[src/rtl/gravity_ctrl.sv]
// gravity_ctrl: drives the active piece downward on gravity ticks, soft-drop
// steps and hard drops, handles the collision-checker handshake, runs the
// lock delay with a bounded number of lock resets, and reports the drop score.
module gravity_ctrl #(
   parameter int SOFT_PERIOD = 2_499_999,
   parameter int LOCK_TICKS  = 2,
   parameter int MAX_RESETS  = 15
) (
   input  logic       CLOCK_50,
   input  logic       reset,
   input  logic       tick_gravity,
   input  logic       spawn,
   input  logic       soft_drop,
   input  logic       hard_drop,
   input  logic       shifted,
   input  logic       move_ack,
   input  logic       move_ok,
   output logic       move_req,
   output logic       lock_piece,
   output logic [7:0] drop_cells,
   output logic       busy
);

   localparam logic [25:0] SOFT_MAX = 26'(SOFT_PERIOD);
   localparam logic [3:0]  LOCK_LD  = 4'(LOCK_TICKS);
   localparam logic [3:0]  RST_CAP  = 4'(MAX_RESETS);

   typedef enum logic [2:0] {
      S_IDLE,
      S_WAIT,
      S_REQ,
      S_LANDED,
      S_LOCK
   } state_t;

   state_t      state_q, state_d;
   logic        move_req_q, move_req_d;
   logic        lock_piece_q, lock_piece_d;
   logic [7:0]  drop_cells_q, drop_cells_d;
   logic        hard_q, hard_d;         // hard drop in progress for this piece
   logic        soft_req_q, soft_req_d; // outstanding request was a soft step
   logic [25:0] soft_cnt_q, soft_cnt_d;
   logic [3:0]  lock_cnt_q, lock_cnt_d;
   logic [3:0]  rst_cnt_q, rst_cnt_d;

   logic soft_step;
   logic ack_v;

   // A soft step fires on the WAIT cycle where the held-down counter hits its period.
   assign soft_step = (state_q == S_WAIT) && soft_drop && (soft_cnt_q == SOFT_MAX);
   // Acks only count while a request is actually outstanding.
   assign ack_v     = move_ack && move_req_q;

   // Next-state and next-output computation for the whole controller.
   always_comb begin
      state_d      = state_q;
      move_req_d   = move_req_q;
      lock_piece_d = 1'b0;
      drop_cells_d = drop_cells_q;
      hard_d       = hard_q;
      soft_req_d   = soft_req_q;
      lock_cnt_d   = lock_cnt_q;
      rst_cnt_d    = rst_cnt_q;

      // Soft counter only runs while waiting with the key held; restarts after each step.
      if ((state_q == S_WAIT) && soft_drop) begin
         soft_cnt_d = soft_step ? 26'd0 : soft_cnt_q + 26'd1;
      end else begin
         soft_cnt_d = 26'd0;
      end

      case (state_q)
         S_IDLE: begin
            if (spawn) begin
               state_d      = S_WAIT;
               drop_cells_d = 8'd0;
               hard_d       = 1'b0;
               soft_req_d   = 1'b0;
               rst_cnt_d    = 4'd0;
            end
         end

         S_WAIT: begin
            if (hard_drop) begin
               hard_d     = 1'b1;
               soft_req_d = 1'b0;
               move_req_d = 1'b1;
               state_d    = S_REQ;
            end else if (tick_gravity || soft_step) begin
               soft_req_d = soft_step;
               move_req_d = 1'b1;
               state_d    = S_REQ;
            end
         end

         S_REQ: begin
            if (ack_v) begin
               move_req_d = 1'b0;
               if (move_ok) begin
                  if ((hard_q || soft_req_q) && (drop_cells_q != 8'hFF)) begin
                     drop_cells_d = drop_cells_q + 8'd1;
                  end
                  // Hard drop keeps falling; the request re-raises after one low cycle.
                  if (!hard_q) begin
                     state_d = S_WAIT;
                  end
               end else if (hard_q) begin
                  state_d      = S_LOCK;
                  lock_piece_d = 1'b1;
               end else begin
                  state_d    = S_LANDED;
                  lock_cnt_d = LOCK_LD;
               end
            end else if (!move_req_q) begin
               move_req_d = 1'b1;
            end
         end

         S_LANDED: begin
            if (hard_drop) begin
               hard_d     = 1'b1;
               soft_req_d = 1'b0;
               move_req_d = 1'b1;
               state_d    = S_REQ;
            end else if (shifted && (rst_cnt_q < RST_CAP)) begin
               rst_cnt_d = rst_cnt_q + 4'd1;
               state_d   = S_WAIT;
            end else if (tick_gravity) begin
               if (lock_cnt_q <= 4'd1) begin
                  lock_cnt_d   = 4'd0;
                  state_d      = S_LOCK;
                  lock_piece_d = 1'b1;
               end else begin
                  lock_cnt_d = lock_cnt_q - 4'd1;
               end
            end
         end

         S_LOCK: begin
            state_d = S_IDLE;
         end

         default: begin
            state_d = S_IDLE;
         end
      endcase
   end

   // State register; reset overrides everything and clears all counters and flags.
   always_ff @(posedge CLOCK_50) begin
      if (reset) begin
         state_q      <= S_IDLE;
         move_req_q   <= 1'b0;
         lock_piece_q <= 1'b0;
         drop_cells_q <= 8'd0;
         hard_q       <= 1'b0;
         soft_req_q   <= 1'b0;
         soft_cnt_q   <= 26'd0;
         lock_cnt_q   <= 4'd0;
         rst_cnt_q    <= 4'd0;
      end else begin
         state_q      <= state_d;
         move_req_q   <= move_req_d;
         lock_piece_q <= lock_piece_d;
         drop_cells_q <= drop_cells_d;
         hard_q       <= hard_d;
         soft_req_q   <= soft_req_d;
         soft_cnt_q   <= soft_cnt_d;
         lock_cnt_q   <= lock_cnt_d;
         rst_cnt_q    <= rst_cnt_d;
      end
   end

   assign move_req   = move_req_q;
   assign lock_piece = lock_piece_q;
   assign drop_cells = drop_cells_q;
   assign busy       = (state_q != S_IDLE);

endmodule

[config.mk]
export PLATFORM = sky130hd
export DESIGN_NAME = gravity_ctrl
export DESIGN_NICKNAME = d
export VERILOG_FILES = /design/src/rtl/gravity_ctrl.sv
export SDC_FILE = /design/constraint.sdc
export NUM_CORES = 1
export LEC_CHECK = 0
export CORE_ASPECT_RATIO = 0.6
export CORE_MARGIN = 5
export CORE_UTILIZATION = 39
export DETAILED_ROUTE_END_ITERATION = 6
export PLACE_DENSITY = 0.68
export SLEW_MARGIN = 20
export SYNTH_ARGS = -nofsm -noshare
export SYNTH_HDL_FRONTEND = slang
export SYNTH_SLANG_ARGS = --single-unit
[constraint.sdc]
create_clock -name CLOCK_50 -period 1.8 [get_ports CLOCK_50]
set_input_delay 0.36 -clock CLOCK_50 [delete_from_list [all_inputs] [get_ports CLOCK_50]]
set_output_delay 0.36 -clock CLOCK_50 [all_outputs]
set_load 0.05 [all_outputs]
# [Word level (Yosys, flattened, before mapping)]
# Cells that the tools add are included.
[totals] register_bits=49 inputBits=9 word_cells=109
[classes] addsub=4 magnitude_cmp=2 eq_ne=21 mux=48 bitwise_logic=1 n_reduce_logical=24
[ops] op="$mux 4" count=10
[ops] op="$mux 3" count=11
[ops] op="$mux 8" count=4
[ops] op="$add 26x1->26 const B" count=1
[ops] op="$eq 26x22->1 const B" count=1
[ops] op="$ne 2x2->1 const B" count=11
[ops] op="$pmux 4 s2" count=2
[ops] op="$pmux 8 s2" count=1
[ops] op="$mux 1" count=15
[ops] op="$pmux 3 s4" count=1
[ops] op="$reduce_bool 3->1" count=3
[ops] op="$add 8x1->8 const B" count=1
[ops] op="$ne 4x4->1 const B" count=2
[ops] op="$ne 8x8->1 const B" count=1
[ops] op="$reduce_and 4->1" count=2
[ops] op="$reduce_bool 2->1" count=4
[ops] op="$reduce_and 7->1" count=1
[ops] op="$eq 3x2->1 const B" count=2
[ops] op="$pmux 1 s3" count=2
[ops] op="$reduce_and 3->1" count=2
[ops] op="$reduce_and 6->1" count=1
[ops] op="$logic_and 1x1->1" count=5
[ops] op="$reduce_and 5->1" count=1
[ops] op="$add 4x1->4 const B" count=1
[ops] op="13 further kinds" count=15

# [Depth between registers and ports, before layout]
# Gate-level depths: netlist (run 1).
[logic_depth] ltp_word=7 mapped_depth=8 ltp_nobuf=7

# [Worst setup path after synthesis (run 1)]
# Ideal clock, no wire load.
[synth_path] path_type="flip-flop to flip-flop" start="register drop_cells_q[0], in the netlist drop_cells[0]" end="register drop_cells_q[6], in the netlist drop_cells[6]" setup_time_ns=0.074 t_arrival_ns=2.067 slack_ns=-0.341 stages_incl_launch_ff=8 period_less_slack_ns=2.141 path_cell_list="dfxtp_1 > ha_1 > and3_1 > and2_1 > a21o_1 > buf_6 > or4_1 > a31oi_1"
[synth_between] elab_chain_len=5
[synth_rtl] element="start, declared" line_no="39" rtl="logic [7:0] drop_cells_q, drop_cells_d;"
[synth_rtl] element="start signal, assigned" line_no="165" rtl="drop_cells_q <= drop_cells_d;"
[synth_rtl] element="$add 8x1->8" line_no="101" rtl="drop_cells_d = drop_cells_q + 8'd1;"
[synth_rtl] element="$mux 8" line_no="100" rtl="if ((hard_q || soft_req_q) && (drop_cells_q != 8'hFF)) begin"
[synth_rtl] element="$mux 8" line_no="99" rtl="if (move_ok) begin"
[synth_rtl] element="$mux 8" line_no="97" rtl="if (ack_v) begin"
[synth_rtl] element="$pmux 8 s2" line_no="72" rtl="case (state_q)"
# Parallel ways exist; a longest one is shown, timed or not. The select of a mux whose other input is x is not followed.
# A chain may end at the register's enable or synchronous reset.

# [Final worst setup path (run 1)]
[layout_path] start="register soft_cnt_q[19]" end="register state_q[1]"
[layout_between] elab_chain_len=5
[layout_rtl] element="start, declared" line_no="42" rtl="logic [25:0] soft_cnt_q, soft_cnt_d;"
[layout_rtl] element="start signal, assigned" line_no="168" rtl="soft_cnt_q <= soft_cnt_d;"
[layout_rtl] element="$eq 26x22->1" line_no="50" rtl="assign soft_step = (state_q == S_WAIT) && soft_drop && (soft_cnt_q == SOFT_MAX);"
[layout_rtl] element="$logic_and 1x1->1" line_no="50"
[layout_rtl] element="$logic_or 1x1->1" line_no="89" rtl="end else if (tick_gravity || soft_step) begin"
[layout_rtl] element="$ne 3x2->1 (no line)"
[layout_rtl] element="$reduce_and 6->1 (no line)"
[layout_rtl] element="end signal, assigned" line_no="162" rtl="state_q <= state_d;"
[layout_rtl] element="end, declared" line_no="36" rtl="state_t state_q, state_d;"
# Every way passes these cells.

==> flow_metrics.py, run 1 <==
metrics = {
    "sta": {
        "tightest_slew_ps": 462.9,
        "drv_slew": 0,
        "fmax_mhz": 552.8,
        "timing.final.ws_setup_ps": -9.080,
        "slew_headroom_pct": 68.75,
        "fin_crit_ps": 1809,
        "hold_violations": 0,
        "worst_clock_skew_ps": 5.858,
        "setup_violations": 1,
        "fin_crit_sh_pct": 100.5,
        "rsz0062_at_grt": "true",
    },
    "die": {
        "rows": 22,
        "start_util_pct": 40.73,
        "coreArea_sq_um": 6193,
        "die_x_um": 113.8,
        "die_h_um": 72.30,
        "ioPinCount": 20,
        "dieArea_sq_um": 8229,
    },
    "global_routing": {
        "grt_pass1_vias": 2147,
        "grt-ovfl-total": 0,
        "grt_pass1_wl_mm": 10.65,
        "grt_usage_pct": 15.90,
        "grt_max_degree": 26,
        "antenna_found_initial": 0,
    },
    "cells_and_area": {
        "drive_gt1_share_pct": 25.88,
        "mostFrequentLayoutCells": "buf_4 (59), nor2_1 (52), dfxtp_1 (42)",
        "final_cell_area_sq_um": 3304,
        "final.fill_count": 575,
        "regArea_sq_um": 994.7,
        "multi_input_area_sq_um": 1504,
        "nets": 385,
        "diodes": 0,
        "post-route-util_pct": 53.35,
        "final_common_cell": "buf_4",
        "area_growth_pct": 31.00,
    },
    "cts": {
        "cts_tree": "done",
        "cts.path.max_buffers": 2,
        "numCtsBuffers": 5,
        "clk_pin_slew_ps": 90,
        "cts_sinks": 49,
        "root_buffer": "clkbuf_8",
        "cts_max_level": 2,
        "clk_latency_ps": 300,
    },
    "synthesis": {
        "yosysWarnings": 0,
        "syn_avg_cell_area_sq_um": 8.270,
        "synthFlopType": "dfxtp_1",
        "netlist_instances": 305,
        "synth-seq-cells": 49,
        "synth_edf_count": 0,
        "ys_types": 47,
        "synthArstFlopShare_pct": 0,
        "ys_seq_area_share_pct": 38.89,
        "syn_area_sq_um": 2522,
        "synth_nets": 319,
    },
    "setup_path": {
        "crit_type": "reg -> reg",
        "reg2regPathDepth": 5,
        "cp.required_ps": 2040,
        "cp_max_fo": 4,
        "crit_arrival_ps": 2050,
        "start_kind": "flop",
        "worst_setup_path_end_kind": "flop",
    },
    "placement": {
        "finalWeightedCongestion": 0.8677,
        "place_area_sq_um": 3129,
        "io_buffer_count": 19,
        "dp_hpwl_mm": 4.754,
    },
    "power": {
        "total_leakage_power_nw": 1.197,
        "power.density_nw_per_um2": 796.1,
        "ir_drop_v": 0.0005184,
    },
    "drt": {
        "drtAntennaViolNets": 0,
        "drt-wirelength-per-cell_um": 13.93,
        "drcViolationCount": 0,
        "via_per_inst": 5.251,
        "routed_wl_mm": 6.340,
        "vias": 2389,
        "firstDrtPassIters": 5,
        "drt_iter0_markers": 196,
    },
    "run_status": {
        "violations": "negative setup slack",
        "status": "finished with violations",
    },
    "job": {
        "drv_cap": 0,
    },
    "min_path": {
        "hp-class": "reg -> reg",
        "worstHoldPathCells": 1,
    },
}
layer usage:
| metal | GRT usage, % | vias to the layer above | wire, um |
|---|---|---|---|
| met4 | 4.084 | 0 | 51 |
| met1 | 25.11 | 1093 | 3514 |
| met3 | 4.583 | 5 | 427 |
| met2 | 20.48 | 68 | 2347 |
| li1 | - | 1223 | - |
| met5 | 0 | - | 0 |
final timing paths:
kind | start | end | slack, ps
min reg2reg | soft_cnt_q[0] | soft_cnt_q[0] | 470
max reg2reg | soft_cnt_q[19] | state_q[1] | -9
max | soft_cnt_q[19] | state_q[1] | -9
min | soft_cnt_q[0] | soft_cnt_q[0] | 470
critical path, stage by stage, from the launching register on:
cell	delay (ps)
dfxtp_1	320
or4b_4	550
nor3_2	160
nand4_1	210
o21ai_2	300
o2111a_1	210
synth_stat cells (7+ instances only):
| library cell | n | area (sq um) |
|---|---|---|
| inv_1 | 9 | 33.78 |
| nand3_1 | 26 | 130.1 |
| nand4_1 | 7 | 43.79 |
| xor2_1 | 17 | 148.9 |
| dfxtp_1 | 49 | 980.9 |
| nor3_1 | 7 | 35.03 |
| xnor2_1 | 10 | 87.58 |
| o21ai_0 | 9 | 45.04 |
| a21oi_1 | 9 | 45.04 |
| nor2_1 | 52 | 195.2 |
| nand2_1 | 24 | 90.09 |
timing repair:
item                                    CTS  global route
resized for setup                         5             7
endpoints found under the setup margin   33            38
pin swaps                                 5             3
buffers inserted                          0             2
hold buffers                              0             0
gates cloned                              1             0
sequential cells by signal, indices dropped and copies added (netlist names):
register / flops
drop_cells: 8
rst_cnt_q: 4
soft_req_q: 1
lock_piece: 1
lock_cnt_q: 4
move_req: 1
state_q: 3
hard_q: 1
soft_cnt_q: 26
report_power, final:
| group | leakage (nW) | switching [mW] | internal [mW] | total (mW) |
|---|---|---|---|---|
| clock network | 0.0540 | 0.355 | 0.404 | 0.759 |
| registers | 0.399 | 0.0444 | 1.12 | 1.16 |
| logic | 0.744 | 0.394 | 0.315 | 0.710 |
stage by stage:
stage,cells,hold slack [ps],worst slack (ps),setup TNS (ps),power [mW]
detailed placement,445,459.3,-253.9,-8952,1.837
global placement,445,445.7,-228.9,-8074,1.833
CTS,453,476.1,-9.249,-71.37,2.617
finish,455,471.0,-9.080,-9.080,2.631
global route,455,484.0,-71.30,-614.9,2.775
floorplan,305,426.0,-72.81,-79.41,1.543
cells by family (layout without fill, tap and decap cells):
kind of cell	count (synthesis)	count (layout)	share of synthesized area, %
buffers and inverters	22	87	4.663
AND/OR/NAND/NOR	159	159	32.54
adder cells (fa/ha/maj)	5	5	2.480
AO/OA/AOI/OAI	43	44	12.05
flip-flops	49	49	38.89
XOR/XNOR	27	27	9.375
area by class of cell:
| type | count | area share (%) |
|---|---|---|
| clock buffer | 5 | 2.083 |
| sequential | 49 | 30.10 |
| timing repair buffer | 69 | 16.77 |
| clock inverter | 2 | 1.060 |
| tap | 84 | 3.181 |
| inverter | 11 | 1.287 |
| multi-input combinational | 235 | 45.51 |
(Power assumes the default switching activity.)
==> run 2: changes to the inputs <==
ABC_CLOCK_PERIOD_IN_PS = 1800   (was unset)
==> results of run 2 <==
The final DEF is identical to that of run 1; final timing and power are the same.
